[config.mk]
export PLATFORM = sky130hd
export DESIGN_NAME = prt_egress_reader
export DESIGN_NICKNAME = d
export VERILOG_FILES = /design/src/rtl/prt_pkg.sv /design/src/rtl/prt_egress_skid.sv /design/src/rtl/prt_egress_reader.sv
export SDC_FILE = /design/constraint.sdc
export NUM_CORES = 1
export LEC_CHECK = 0
export CAP_MARGIN = 15
export CORE_MARGIN = 5
export CORE_UTILIZATION = 52
export DETAILED_ROUTE_END_ITERATION = 12
export PLACE_DENSITY_LB_ADDON = 0.25
export SLEW_MARGIN = 20
export SYNTH_ARGS = -nofsm -noshare
export SYNTH_HDL_FRONTEND = slang
export SYNTH_HIERARCHICAL = 1
export SYNTH_SLANG_ARGS = --single-unit
[constraint.sdc]
create_clock -name CLK -period 2.7 [get_ports CLK]
set_clock_uncertainty 0.2 [all_clocks]
set_input_delay 0.405 -clock CLK [delete_from_list [all_inputs] [get_ports CLK]]
set_output_delay 0.405 -clock CLK [all_outputs]
set_load 0.02 [all_outputs]
[src/rtl/prt_pkg.sv]
// prt_pkg
// Shared definitions for the packet reference table (PRT) and its clients
// (ingress writer, egress reader).
//   DATA_WIDTH     frame byte width; a PRT read word is DATA_WIDTH+1 bits
//   NUM_SLOTS      number of PRT slots
//   MEM_DEPTH      maximum bytes per frame
//   slot_t         slot index type
//   prt_word_t     one PRT word: {last, data}
//   egress_state_e egress reader control states
package prt_pkg;

  localparam int DATA_WIDTH = 8;
  localparam int NUM_SLOTS  = 2;
  localparam int MEM_DEPTH  = 1518;
  localparam int SLOT_W     = (NUM_SLOTS > 1) ? $clog2(NUM_SLOTS) : 1;

  typedef logic [SLOT_W-1:0] slot_t;

  typedef struct packed {
    logic                  last;
    logic [DATA_WIDTH-1:0] data;
  } prt_word_t;

  typedef enum logic [2:0] {
    IDLE,
    START,
    READ,
    DRAIN,
    INVAL
  } egress_state_e;

endpackage

[src/rtl/prt_egress_skid.sv]
// prt_egress_skid
// Two-entry skid buffer between the PRT read port and the transmit MAC.
// The MAC-facing outputs come straight from flops; the second entry absorbs
// the word popped in the cycle the MAC stalls, so the PRT side never needs
// to look at tx_ready combinationally.
//   CLK, RST            clock, asynchronous active-high reset
//   push_i              write one {last, data} word (only when !full_o)
//   push_data_i/last_i  word being written
//   full_o              both entries occupied
//   empty_o             no entry occupied
//   going_empty_o       the only remaining entry is accepted this cycle
//   tx_data_o/last_o    head entry, registered
//   tx_valid_o          head entry valid
//   tx_ready_i          MAC accepts head entry when valid & ready
module prt_egress_skid #(
  parameter int DATA_WIDTH = prt_pkg::DATA_WIDTH
) (
  input  logic                  CLK,
  input  logic                  RST,
  input  logic                  push_i,
  input  logic [DATA_WIDTH-1:0] push_data_i,
  input  logic                  push_last_i,
  output logic                  full_o,
  output logic                  empty_o,
  output logic                  going_empty_o,
  output logic [DATA_WIDTH-1:0] tx_data_o,
  output logic                  tx_valid_o,
  output logic                  tx_last_o,
  input  logic                  tx_ready_i
);

  logic [DATA_WIDTH-1:0] head_data_q;
  logic                  head_last_q;
  logic                  head_valid_q;
  logic [DATA_WIDTH-1:0] spare_data_q;
  logic                  spare_last_q;
  logic                  spare_valid_q;
  logic                  pop;

  assign pop = head_valid_q & tx_ready_i;

  // The spare entry is only ever occupied behind a valid head.
  always_ff @(posedge CLK or posedge RST) begin
    if (RST) begin
      head_data_q   <= '0;
      head_last_q   <= 1'b0;
      head_valid_q  <= 1'b0;
      spare_data_q  <= '0;
      spare_last_q  <= 1'b0;
      spare_valid_q <= 1'b0;
    end else if (pop) begin
      if (spare_valid_q) begin
        head_data_q <= spare_data_q;
        head_last_q <= spare_last_q;
        if (push_i) begin
          spare_data_q <= push_data_i;
          spare_last_q <= push_last_i;
        end else begin
          spare_valid_q <= 1'b0;
        end
      end else if (push_i) begin
        head_data_q <= push_data_i;
        head_last_q <= push_last_i;
      end else begin
        head_valid_q <= 1'b0;
      end
    end else if (push_i) begin
      if (head_valid_q) begin
        spare_data_q  <= push_data_i;
        spare_last_q  <= push_last_i;
        spare_valid_q <= 1'b1;
      end else begin
        head_data_q  <= push_data_i;
        head_last_q  <= push_last_i;
        head_valid_q <= 1'b1;
      end
    end
  end

  assign full_o        = head_valid_q & spare_valid_q;
  assign empty_o       = ~head_valid_q;
  assign going_empty_o = pop & ~spare_valid_q & ~push_i;
  assign tx_data_o     = head_data_q;
  assign tx_last_o     = head_last_q;
  assign tx_valid_o    = head_valid_q;

endmodule

[src/rtl/prt_egress_reader.sv]
// prt_egress_reader
// Drain stage of the PRT: takes a slot + forward/drop verdict, reads the
// forwarded frame out of the PRT byte by byte into the transmit MAC, then
// invalidates the slot. One frame in flight at a time.
//   CLK, RST                          clock, asynchronous active-high reset
//   verdict_valid/ready/slot/drop     verdict handshake from the filter
//   EN/RDY_start_reading_prt_entry    PRT read start method (+ slot)
//   EN/RDY_read_prt_entry             PRT word pop method, read_prt_entry data
//   EN/RDY_invalidate_prt_entry       PRT slot free method (+ slot)
//   tx_data/valid/last/ready          byte stream to the MAC
//   frames_sent/frames_dropped        wrapping 16-bit frame counters
//   err_overlength                    sticky: a frame hit MEM_DEPTH with no last
module prt_egress_reader #(
  parameter int  DATA_WIDTH = prt_pkg::DATA_WIDTH,
  parameter int  NUM_SLOTS  = prt_pkg::NUM_SLOTS,
  parameter int  MEM_DEPTH  = prt_pkg::MEM_DEPTH,
  localparam int SLOT_W     = (NUM_SLOTS > 1) ? $clog2(NUM_SLOTS) : 1
) (
  input  logic                  CLK,
  input  logic                  RST,
  input  logic                  verdict_valid,
  input  logic [SLOT_W-1:0]     verdict_slot,
  input  logic                  verdict_drop,
  output logic                  verdict_ready,
  output logic                  EN_start_reading_prt_entry,
  output logic [SLOT_W-1:0]     start_reading_prt_entry_slot,
  input  logic                  RDY_start_reading_prt_entry,
  output logic                  EN_read_prt_entry,
  input  logic [DATA_WIDTH:0]   read_prt_entry,
  input  logic                  RDY_read_prt_entry,
  output logic                  EN_invalidate_prt_entry,
  output logic [SLOT_W-1:0]     invalidate_prt_entry_slot,
  input  logic                  RDY_invalidate_prt_entry,
  output logic [DATA_WIDTH-1:0] tx_data,
  output logic                  tx_valid,
  output logic                  tx_last,
  input  logic                  tx_ready,
  output logic [15:0]           frames_sent,
  output logic [15:0]           frames_dropped,
  output logic                  err_overlength
);

  import prt_pkg::*;

  localparam int CNT_W = $clog2(MEM_DEPTH + 1);

  egress_state_e     state_q, state_d;
  logic [SLOT_W-1:0] slot_q;
  logic              drop_q;
  logic              alive_q;
  logic [CNT_W-1:0]  cnt_q, cnt_d;
  logic              err_q;
  logic [15:0]       sent_q, dropped_q;

  logic              accept;
  logic              read_fire;
  logic              inval_fire;
  logic              at_limit;
  logic              word_last;
  logic              skid_push, skid_push_last;
  logic              skid_full, skid_empty, skid_going_empty;

  assign word_last = read_prt_entry[DATA_WIDTH];
  // This pop is the MEM_DEPTH-th byte of the frame.
  assign at_limit  = (cnt_q == CNT_W'(MEM_DEPTH - 1));

  always_comb begin
    state_d                    = state_q;
    cnt_d                      = cnt_q;
    verdict_ready              = 1'b0;
    accept                     = 1'b0;
    EN_start_reading_prt_entry = 1'b0;
    EN_read_prt_entry          = 1'b0;
    EN_invalidate_prt_entry    = 1'b0;
    read_fire                  = 1'b0;
    inval_fire                 = 1'b0;
    skid_push                  = 1'b0;
    skid_push_last             = 1'b0;
    case (state_q)
      IDLE: begin
        // alive_q keeps verdict_ready low until the first edge after reset.
        verdict_ready = alive_q;
        accept        = alive_q & verdict_valid;
        if (accept) begin
          state_d = verdict_drop ? INVAL : START;
        end
      end
      START: begin
        cnt_d                      = '0;
        EN_start_reading_prt_entry = RDY_start_reading_prt_entry;
        if (RDY_start_reading_prt_entry) begin
          state_d = READ;
        end
      end
      READ: begin
        read_fire         = RDY_read_prt_entry & ~skid_full;
        EN_read_prt_entry = read_fire;
        if (read_fire) begin
          skid_push      = 1'b1;
          skid_push_last = word_last | at_limit;
          cnt_d          = cnt_q + CNT_W'(1);
          if (word_last | at_limit) begin
            state_d = DRAIN;
          end
        end
      end
      DRAIN: begin
        // Leave on the edge the final byte is accepted, not one cycle later.
        if (skid_empty | skid_going_empty) begin
          state_d = INVAL;
        end
      end
      INVAL: begin
        EN_invalidate_prt_entry = RDY_invalidate_prt_entry;
        inval_fire              = RDY_invalidate_prt_entry;
        if (RDY_invalidate_prt_entry) begin
          state_d = IDLE;
        end
      end
      default: state_d = IDLE;
    endcase
  end

  always_ff @(posedge CLK or posedge RST) begin
    if (RST) begin
      state_q   <= IDLE;
      slot_q    <= '0;
      drop_q    <= 1'b0;
      alive_q   <= 1'b0;
      cnt_q     <= '0;
      err_q     <= 1'b0;
      sent_q    <= '0;
      dropped_q <= '0;
    end else begin
      state_q <= state_d;
      cnt_q   <= cnt_d;
      alive_q <= 1'b1;
      if (accept) begin
        slot_q <= verdict_slot;
        drop_q <= verdict_drop;
      end
      if (read_fire & at_limit & ~word_last) begin
        err_q <= 1'b1;
      end
      if (inval_fire) begin
        if (drop_q) begin
          dropped_q <= dropped_q + 16'd1;
        end else begin
          sent_q <= sent_q + 16'd1;
        end
      end
    end
  end

  prt_egress_skid #(
    .DATA_WIDTH(DATA_WIDTH)
  ) u_skid (
    .CLK          (CLK),
    .RST          (RST),
    .push_i       (skid_push),
    .push_data_i  (read_prt_entry[DATA_WIDTH-1:0]),
    .push_last_i  (skid_push_last),
    .full_o       (skid_full),
    .empty_o      (skid_empty),
    .going_empty_o(skid_going_empty),
    .tx_data_o    (tx_data),
    .tx_valid_o   (tx_valid),
    .tx_last_o    (tx_last),
    .tx_ready_i   (tx_ready)
  );

  assign start_reading_prt_entry_slot = slot_q;
  assign invalidate_prt_entry_slot    = slot_q;
  assign frames_sent                  = sent_q;
  assign frames_dropped               = dropped_q;
  assign err_overlength               = err_q;

endmodule
==> results of run 1 <==
-- cell type report --
cell class                      instances  area (sq um)
Fill cell                             524          2130
Sequential cell                        70          1750
Multi-Input combinational cell        226          1700
Timing Repair Buffer                   82           779
Clock buffer                           10           138
Tap cell                               96           120
Inverter                               26          97.6
Clock inverter                          6          83.8
-- worst max-delay path: cells and delay by family, from the launching register on --
family	cells	cell delay (ns)
simple gates	3	0.51
buf+inv	1	0.59
flops	1	0.51
-- flip-flops by register name, indices dropped and copies added, names as in the netlist --
| signal | count |
|---|---|
| invalidate_prt_entry_slot | 1 |
| alive_q | 1 |
| frames_dropped | 16 |
| u_skid/tx_last_o | 1 |
| u_skid/tx_data_o | 8 |
| drop_q | 1 |
| frames_sent | 16 |
| u_skid/spare_valid_q | 1 |
| u_skid/spare_data_q | 8 |
| err_overlength | 1 |
| u_skid/tx_valid_o | 1 |
| cnt_q | 11 |
| u_skid/spare_last_q | 1 |
| state_q | 3 |
-- power groups by stage --
stage	Sequential (W)	Clock, W	Combinational [W]
CTS	0.00143	0.000961	0.00123
finish	0.00143	0.000943	0.00122
detailed placement	0.00145	0	0.00122
floorplan	0.00152	0	0.000675
global placement	0.00144	0	0.00119
global route	0.00146	0.00102	0.00132
-- logic make-up after synthesis --
kind of cell | Yosys count | synth area share, %
buf+inv | 40 | 5.37
flops | 70 | 48.2
other cells | 1 | 0.103
mux | 14 | 5.23
xor+xnor | 37 | 8.91
fa+ha+maj | 4 | 1.38
simple gates | 118 | 18.7
compound gates | 52 | 12.1
-- routing by layer --
metal	track usage (%)	up-vias	share of wire, %
li1	-	1346	-
met1	24.8	1328	45
met2	31.2	64	48
met3	5.31	10	5.3
met4	5.90	0	1.3
met5	0	-	0
-- worst max-delay path by stage --
stage                        from                         end  slack (ns)  depth (start not counted)
2_1_floorplan   u_skid/tx_valid_o                  state_q[2]        0.11                          9
3_3_place_gp   RDY_read_prt_entry           EN_read_prt_entry        0.15                          4
3_5_place_dp   RDY_read_prt_entry           EN_read_prt_entry        0.13                          4
4_1_cts                state_q[1]  EN_start_reading_prt_entry        0.11                          4
5_1_grt                state_q[1]  EN_start_reading_prt_entry        0.03                          4
6_report               state_q[1]  EN_start_reading_prt_entry        0.14                          4
-- repair_timing --
action / in CTS / in global routing
hold buffers: 0 / 0
setup endpoints to repair: 1 / 0
gates resized for setup: 2 / 0
-- metrics by stage --
stage	area [sq um]	worst slack [ns]	std cells	util [%]
final	4670	0.144	516	68.7
after global routing	4670	0.0259	516	68.7
after global placement	4440	0.146	500	65.4
after detailed placement	4440	0.134	500	65.4
after CTS	4670	0.111	516	68.7
after floorplan	3640	0.105	336	-
-- cell usage in the layout (no fill, tap or decap), types with 6 or more instances in the layout --
cell | netlist | final
sky130_fd_sc_hd__dfrtp_1 | 70 | 70
sky130_fd_sc_hd__clkdlybuf4s50_1 | 0 | 65
sky130_fd_sc_hd__nor2_1 | 31 | 30
sky130_fd_sc_hd__nand2_1 | 24 | 24
sky130_fd_sc_hd__xnor2_1 | 24 | 24
sky130_fd_sc_hd__inv_1 | 23 | 22
sky130_fd_sc_hd__buf_4 | 2 | 16
sky130_fd_sc_hd__xor2_1 | 13 | 13
sky130_fd_sc_hd__nand3_1 | 12 | 12
sky130_fd_sc_hd__nand4_1 | 10 | 10
sky130_fd_sc_hd__clkbuf_8 | 0 | 10
sky130_fd_sc_hd__nor3_1 | 9 | 9
sky130_fd_sc_hd__mux2_4 | 9 | 9
sky130_fd_sc_hd__a21oi_1 | 8 | 8
sky130_fd_sc_hd__o21ai_0 | 7 | 7
sky130_fd_sc_hd__o22ai_1 | 7 | 7
sky130_fd_sc_hd__nand2b_1 | 6 | 6
==> results, run 1 <==
- The first global-routing pass estimated between 10000 and 15000 microns of wire.
- The run finished with clean final reports.
- The worst setup path is launched from a register.
- The number of instances in the synthesized netlist is 336.
- Summed over all instances, the cell type with the most area after synthesis is sky130_fd_sc_hd__dfrtp_1.
- The worst register-to-register path begins at cnt_q[1].
- The number of global-route vias before repair is between 2000 and 3000.
- The post-route setup TNS is 0 ns.
- The initial antenna violation count is 0.
- The leakage power total is a little over 2 nW.
- Summed over its instances, the top area cell type makes up between 40% and 50% of the synthesized netlist area.
- After legalization and detailed placement, the total HPWL measured 5690 microns.
- The detailed router's first-iteration violation count is 99.
- The cell type of the slowest stage on the worst timing path is sky130_fd_sc_hd__clkdlybuf4s50_1.
- The clock latency of the later-clocked register in the worst-skew pair is 0.34 ns.
- The congestion estimate from routability-driven global placement came to 0.841.
- The count of yosys warnings during synthesis is 6.
- Subtracting the final worst setup slack from the clock period gives roughly 2.6 ns.
- Of the total power, combinational logic draws approximately 34%.
- The endpoint required time on the critical path is about 2.1 ns.
- The critical path arrival is approximately 2.0 ns.
- The count of antenna diodes in the layout is 0.
- The capturing element type of the critical path is an output port.
- The clock tree from TritonCTS is done.
- The number of endpoints with negative hold slack in the final report was 0.
- Buffers inserted during clock tree synthesis total 9.
- The most frequent cell after synthesis is sky130_fd_sc_hd__dfrtp_1.
- The clock power share is approximately a quarter.
- Once the clock tree was built, the setup fixing pass inserted 0 buffers.
- The fraction of power spent switching nets is between 30% and 40%.
- VDD sags by at most around 0.45 mV.
- Based on the critical path, the design can be clocked at up to just under 0.4 GHz.
- The count of vias placed by the detailed router is 2748.
- The highest net fanout along the worst path is 11.
- Summing internal, switching and leakage power gives approximately 0.0036 W.
- The class of the tightest hold or removal check is input port to asynchronous set/reset pin.
- The biggest cell delay along the critical path is approximately 0.59 ns.
- The region available for standard cell placement spans 0.00679 sq mm.
- The number of flops mapped to enable cells by yosys is 0.
- After detailed routing, the number of vias per cell comes to ~5.3.
- In this run the critical register-to-register path is captured at u_skid/tx_last_o.
- Power spread over the standard cell area amounts to around 770 mW/mm^2.
- Walking the worst path, the cells encountered are nand2b_1 > nor2_1 > and2_1 > clkdlybuf4s50_1.
- The total congestion overflow after global routing is 0.
- The slew at the pin with the worst max-slew slack is a little under 0.8 ns.
- Entering global routing, the biggest net connects 28 pins.
- Internal power comes to ~0.0024 W.
- Port buffering added 66 buffers.
- The tree is rooted in a sky130_fd_sc_hd__clkbuf_8.
- The critical path start-end classification is register to output port.
- After synthesis, the most frequently instantiated cells are 70 x sky130_fd_sc_hd__dfrtp_1, 31 x sky130_fd_sc_hd__nor2_1, 24 x sky130_fd_sc_hd__nand2_1, 24 x sky130_fd_sc_hd__xnor2_1, 23 x sky130_fd_sc_hd__inv_1.
- The layout overhead on the synthesized area is 28.3%.
- The post-synthesis average cell area is 10.8 sq um.
- The final count of pins violating max slew was 0.
- The cell row count is 30.
- The overall routing resource usage is around a fifth.
- The post-route netlist has ~16% of its cells at a drive strength greater than 1.
- The number of buffers between clock root and the deepest sink is 2.
- The effective utilization at floorplan is about 54%.
- The detail route stage leaves a number of antenna-violating nets equal to 0.
- 67 I/O pins were placed.
- The max-cap check violation count is 0.
- Measured in cells, the most critical reg-to-reg path has a length of 8.
- Summing the sequential cell areas from Yosys gives 48.2% of the chip area.
- The die is about 94 microns wide.
- The relative slew slack is between 40% and 50%.
- In this run, synthesis produced a sequential element count of 70.
- The post-synthesis cell type count is between 50 and 60.
- Dividing the final minimum period by the clock period gives between 90% and 100%.
- In this run the cell area of the synthesized design comes to roughly 0.0036 sq mm.
- The H-tree depth reported by CTS is 3.
- Dividing the detail-routed wire length by the instance count gives around 15 microns.
- Setup repair after global routing left no endpoint under its margin.
- Setup violations remaining at the end of the flow were counted as 0.
- By area the synthesized netlist is led by sky130_fd_sc_hd__dfrtp_1 48%, sky130_fd_sc_hd__xnor2_1 5.8%, sky130_fd_sc_hd__mux2_4 3.7%.
- The total wire length is between 7000 and 8000 microns.
- In this run the power spent charging and discharging nets is 0.00120 W.
- The setup check on the worst reg-to-reg path leaves a slack of approximately 0.35 ns.
- The number of nets in the layout is 437.
- The die area is around 0.0088 sq mm.
- Clock-pin slew was measured on the worst setup and hold paths at 0.08 ns.
- The die outline height is around 94 microns.
- In the synthesized netlist the async set-or-reset flop fraction comes to 100%.
- The total number of clock tree sinks is 70.
- The net count after synthesis is ~360.
- The minimum hold slack is 0.251 ns.
- The most common flop cell mapped by yosys is sky130_fd_sc_hd__dfrtp_1.
- The sequential share of power is between 30 and 40%.
- The detailed-router iteration count before antenna repair is 7.
- The remaining design rule violation count is 0.
No activity file was read; power rests on OpenSTA's default activity.
==> inputs of run 2 (changes only) <==
--- a/config.mk
+++ b/config.mk
@@ -8,6 +8,7 @@
 export CAP_MARGIN = 15
 export CORE_MARGIN = 5
 export CORE_UTILIZATION = 52
+export CTS_CLUSTER_DIAMETER = 50
 export DETAILED_ROUTE_END_ITERATION = 12
 export PLACE_DENSITY_LB_ADDON = 0.25
 export SLEW_MARGIN = 20
==> results of run 2 <==
No change in the layout: final DEF, timing and power equal those of run 1.
==> variant 1, RTL diff (config.mk and constraints of run 1) <==
The 5 states of `egress_state_e` get a Gray code encoding in 3 bits.
--- a/src/rtl/prt_pkg.sv
+++ b/src/rtl/prt_pkg.sv
@@ -22,11 +22,11 @@
   } prt_word_t;
 
   typedef enum logic [2:0] {
-    IDLE,
-    START,
-    READ,
-    DRAIN,
-    INVAL
+    IDLE  = 3'b000,
+    START = 3'b001,
+    READ  = 3'b011,
+    DRAIN = 3'b010,
+    INVAL = 3'b110
   } egress_state_e;
 
 endpackage
Check against the original RTL: no difference found for any inputs over 10 cycles, from zero or initial values and one cycle with RST high; not proved beyond that.
==> variant 1 against run 1 <==
  * Die area is 2.7% lower
  * Design area is 3.8% lower
  * Sequential cell count stayed put
  * Synthesized cell count is 4.2% lower
  * Setup slack better by 6.0 ps
  * Non-clock buffer count is 8 lower
  * Routed wire length is 2.7% lower
  * Critical path depth is 1 lower
  * Area after synthesis is 3.0% lower
  * Total power is 7.7% lower
  * Critical path type unchanged
  * Largest power group unchanged
==> variant 1: results (changes against run 1) <==
\begin{tabular}{lr}
\hline
Metric & Value \\
\hline
\multicolumn{2}{l}{\textbf{Status}} \\
\quad Run status & completed \\
\multicolumn{2}{l}{\textbf{Cells and area}} \\
\quad Total of fill cells in the finished design & 532 (+1.5\%) \\
\quad Final non-filler cell area & 0.00449 mm2 (-3.8\%) \\
\multicolumn{2}{l}{\textbf{Synthesis}} \\
\quad Share of cell area taken by muxes after synthesis & 0.0567 (+0.00443) \\
\quad Post-synthesis share of cell area spent on full adders, half adders and majority gates & 0.0142 (+0.000419) \\
\quad Syn\_nets & 344 (-3.9\%) \\
\quad Most frequent cells after synthesis & sky130\_fd\_sc\_hd\_\_dfrtp\_1, sky130\_fd\_sc\_hd\_\_nor2\_1, sky130\_fd\_sc\_hd\_\_xnor2\_1, sky130\_fd\_sc\_hd\_\_inv\_1, sky130\_fd\_sc\_hd\_\_nand3\_1 \\
\quad Post-synthesis compound-gate area fraction & 0.114 (-0.00764) \\
\multicolumn{2}{l}{\textbf{Global route}} \\
\quad Overall Global Routing Usage & 0.190 (-0.00172) \\
\quad Met2 Track Usage GR & 0.288 (-0.0239) \\
\quad Met1 capacity usage during global routing & 0.260 (+0.0121) \\
\quad Largest net degree at the start of global routing & 30 (+7.1\%) \\
\quad Global-route wire length before repair & 13.0 mm (-0.84\%) \\
\multicolumn{2}{l}{\textbf{Place}} \\
\quad Sum of net half-perimeters after detailed placement & 5.33 mm (-6.2\%) \\
\quad Global placer's final weighted congestion & 0.835 (-0.78\%) \\
\quad Minimum setup slack after placement & 140 ps (+6.38 ps) \\
\multicolumn{2}{l}{\textbf{Critical path}} \\
\quad Worst reg2reg endpoint & state\_q[2] \\
\quad Cell count of the worst reg-to-reg path & 10 (+2) \\
\quad Origin of the worst setup path & state\_q[0] \\
\quad R2R setup slack & 380 ps (+30 ps) \\
\multicolumn{2}{l}{\textbf{Detailed routing}} \\
\quad Wire length on met2 & 3.46 mm (-5.6\%) \\
\quad First-pass detailed-route iteration total & 4 (-3) \\
\quad First DRT Iteration DRCs & 97 (-2.0\%) \\
\quad Wire length on met1 & 3.49 mm (+0.66\%) \\
\quad Per-cell via count in the routed design & 5.55 (+4.1\%) \\
\multicolumn{2}{l}{\textbf{Pwr}} \\
\quad Maximum vdd ir drop & 519 uV (+16\%) \\
\quad Relative contribution of combinational cells to total power & 0.305 (-0.034) \\
\quad Internal power & 2.16 mW (-9.4\%) \\
\quad LEAKAGE & 2.04 nW (-0.99\%) \\
\quad Power per cell area & 738 mW/mm2 (-4.1\%) \\
\multicolumn{2}{l}{\textbf{STA}} \\
\quad Final Hold Slack & 282 ps (+31.2 ps) \\
\quad Final period utilization & 0.945 (-0.00221) \\
\hline
\end{tabular}
[variant 1: changes by cell type after synthesis, sizes merged, moves of 3 or more]
cell / run 1 / this run
and3: 6 / 9
nand3: 12 / 19
clkbuf: 5 / 1
or3: 0 / 3
o21ai: 7 / 11
nor3: 11 / 2
nand2: 24 / 18
inv: 26 / 22
[variant 1: repair_timing]
| item | in CTS | in global routing |
|---|---|---|
| gates resized for setup | 1 | 2 |
| gates cloned | 0 | 0 |
| setup endpoints to repair | 1 | 2 |
[variant 1: final cells by class]
class	instances	share of cell area
Timing Repair Buffer	74	0.164
Sequential cell	70	0.390
Tap cell	80	0.0223
Clock inverter	7	0.0167
Clock buffer	9	0.0276
Inverter	22	0.0184
Multi-Input combinational cell	220	0.361
[variant 1: worst max-delay path, cell delays in order (launching register included)]
cell	delay (ps)
sky130_fd_sc_hd__dfrtp_1	610
sky130_fd_sc_hd__and2b_1	240
sky130_fd_sc_hd__and3_1	170
sky130_fd_sc_hd__clkdlybuf4s50_1	600
==> variant 2, RTL diff (config.mk and constraints of run 1) <==
Without the edit above. Set the package constant `DATA_WIDTH` to 10 (it was 8).
--- a/src/rtl/prt_pkg.sv
+++ b/src/rtl/prt_pkg.sv
@@ -9,7 +9,7 @@
 //   egress_state_e egress reader control states
 package prt_pkg;
 
-  localparam int DATA_WIDTH = 8;
+  localparam int DATA_WIDTH = 10;
   localparam int NUM_SLOTS  = 2;
   localparam int MEM_DEPTH  = 1518;
   localparam int SLOT_W     = (NUM_SLOTS > 1) ? $clog2(NUM_SLOTS) : 1;
Interface: changed (resized read_prt_entry and tx_data); port bits go from 67 to 71. The function was not compared with the original's and may differ.
==> variant 2 against run 1 <==
  * Final cell count grew 3.3%
  * Utilization shrank 2.1 points
  * Design area grew 1.8%
  * Routed wire length grew 2.2%
  * Sequential cell count grew 4
  * Sequential power grew 10%
  * Total power grew 7.3%
  * First-iteration DRC count grew 100%
  * Setup slack gained 2.0 ps
  * Count of clock-buffer cells in the layout grew 1
  * Register-to-register slack lost 90 ps
  * Die area grew 2.5%
  * Combinational power grew 24%
  * Area after synthesis grew 2.8%
  * Critical endpoint unchanged
==> variant 2: results (changes against run 1) <==
\begin{tabular}{lr}
\hline
Metric & Value \\
\hline
\multicolumn{2}{l}{\textbf{Status}} \\
\quad Run status & completed \\
\multicolumn{2}{l}{\textbf{Cells and area}} \\
\quad Number of nets in the final layout & 453 (+3.7\%) \\
\quad Layout cell share with drive strength beyond 1 & 0.127 (-0.0376) \\
\quad Total of fill cells in the finished design & 586 (+12\%) \\
\quad Fin cells & 533 (+3.3\%) \\
\multicolumn{2}{l}{\textbf{Global route}} \\
\quad Largest net degree at the start of global routing & 50 (+79\%) \\
\quad Global-route wire length before repair & 13.0 mm (-0.57\%) \\
\quad Via count of the first global-routing pass & 2,771 (+0.62\%) \\
\quad Overall Global Routing Usage & 0.183 (-0.00826) \\
\multicolumn{2}{l}{\textbf{Synthesis}} \\
\quad Most frequent cells after synthesis & sky130\_fd\_sc\_hd\_\_dfrtp\_1, sky130\_fd\_sc\_hd\_\_nor2\_1, sky130\_fd\_sc\_hd\_\_nand2\_1, sky130\_fd\_sc\_hd\_\_inv\_1, sky130\_fd\_sc\_hd\_\_xnor2\_1 \\
\quad Largest cells by area after synthesis & sky130\_fd\_sc\_hd\_\_dfrtp\_1, sky130\_fd\_sc\_hd\_\_xnor2\_1, sky130\_fd\_sc\_hd\_\_mux2\_4, sky130\_fd\_sc\_hd\_\_nor2\_1, sky130\_fd\_sc\_hd\_\_xor2\_1 \\
\quad Post-synthesis cell type count & 54 (-6.9\%) \\
\quad Post-synthesis sequential area ratio & 0.495 (+0.0136) \\
\quad Cell count after synthesis & 350 (+4.2\%) \\
\quad Syn\_nets & 374 (+4.5\%) \\
\multicolumn{2}{l}{\textbf{Place}} \\
\quad Global placer's final weighted congestion & 0.796 (-5.4\%) \\
\quad Total placed cells including tap cells & 517 (+3.4\%) \\
\quad Buffers on Ports & 70 (+6.1\%) \\
\multicolumn{2}{l}{\textbf{Clock network}} \\
\quad PostCTS Resize Cnt & 1 (-1) \\
\quad CTS max path bufs & 2 (unchanged) \\
\multicolumn{2}{l}{\textbf{STA}} \\
\quad Worst slew margin & 0.587 (+0.103) \\
\multicolumn{2}{l}{\textbf{Detailed routing}} \\
\quad Post-Route WL & 7.81 mm (+2.2\%) \\
\quad First DRT Iteration DRCs & 198 (+100\%) \\
\quad First-pass detailed-route iteration total & 4 (-3) \\
\quad Via count & 2,890 (+5.2\%) \\
\multicolumn{2}{l}{\textbf{Pwr}} \\
\quad Maximum vdd ir drop & 605 uV (+36\%) \\
\quad LEAKAGE & 2.09 nW (+1.2\%) \\
\multicolumn{2}{l}{\textbf{Hold path}} \\
\quad Class of the most critical hold timing path & input port to async pin \\
\hline
\end{tabular}
## variant 2: final cells by class
cell class | instances | share of cell area
clock inverter | 5 | 0.00790
inverter | 28 | 0.0221
tap | 99 | 0.0261
timing repair buffer | 82 | 0.166
multi-input combinational | 234 | 0.358
clock buffer | 11 | 0.0298
sequential | 74 | 0.390
## variant 2: kinds of logic (layout without fill, tap and decap cells)
kind of cell,after synthesis,count (layout),share of synthesized area
adders and majority gates,4,4,0.0134
buffers and inverters,42,126,0.0495
AOI/OAI and AO/OA,55,55,0.113
other,1,1,0.00100
muxes,16,16,0.0579
xor gates and xnor gates,37,37,0.0867
DFF,74,74,0.495
and+or+nand+nor,121,121,0.184
## variant 2: per-layer routing
metal,wire length (um),up-vias,GRT usage
met4,44,0,0.0385
met2,3580,71,0.278
met1,3780,1412,0.266
li1,-,1402,-
met3,403,5,0.0462
met5,0,-,0
## variant 2: critical path: stages, from the launching register on
cell	delay (ps)
sky130_fd_sc_hd__dfrtp_1	520
sky130_fd_sc_hd__nand2b_1	230
sky130_fd_sc_hd__nor2_1	140
sky130_fd_sc_hd__and2_1	140
sky130_fd_sc_hd__clkdlybuf4s50_1	590
## variant 2: path summary, 6_finish.rpt
| path | start | endpoint | slack [ps] |
|---|---|---|---|
| hold / removal | RST | frames_sent[15] | 40 |
| hold reg to reg | err_overlength | err_overlength | 270 |
| setup / recovery | state_q[1] | EN_start_reading_prt_entry | 150 |
| setup reg to reg | u_skid/tx_valid_o | u_skid/tx_data_o[8] | 260 |
| min in group CLK | err_overlength | err_overlength | 270 |
| max in group asynchronous | RST | cnt_q[0] | 1490 |
## variant 2: per-stage QoR
step           setup WS (ps)  hold slack [ps]  area, um2   util
3_5_place_dp             158              257       4570  0.641
3_3_place_gp             252              256       4570  0.641
4_1_cts                  128             18.1       4750  0.666
2_1_floorplan           21.8              220       3740      -
5_1_grt                 6.69             19.8       4750  0.666
6_report                 146             35.8       4750  0.666
## variant 2: where the power goes
group	total [mW]	switching (mW)	internal [mW]	leakage, nW
Clock	0.769	0.407	0.362	0.0859
Combinational	1.51	0.763	0.743	1.05
Sequential	1.58	0.224	1.35	0.955
Total	3.85	1.39	2.46	2.09
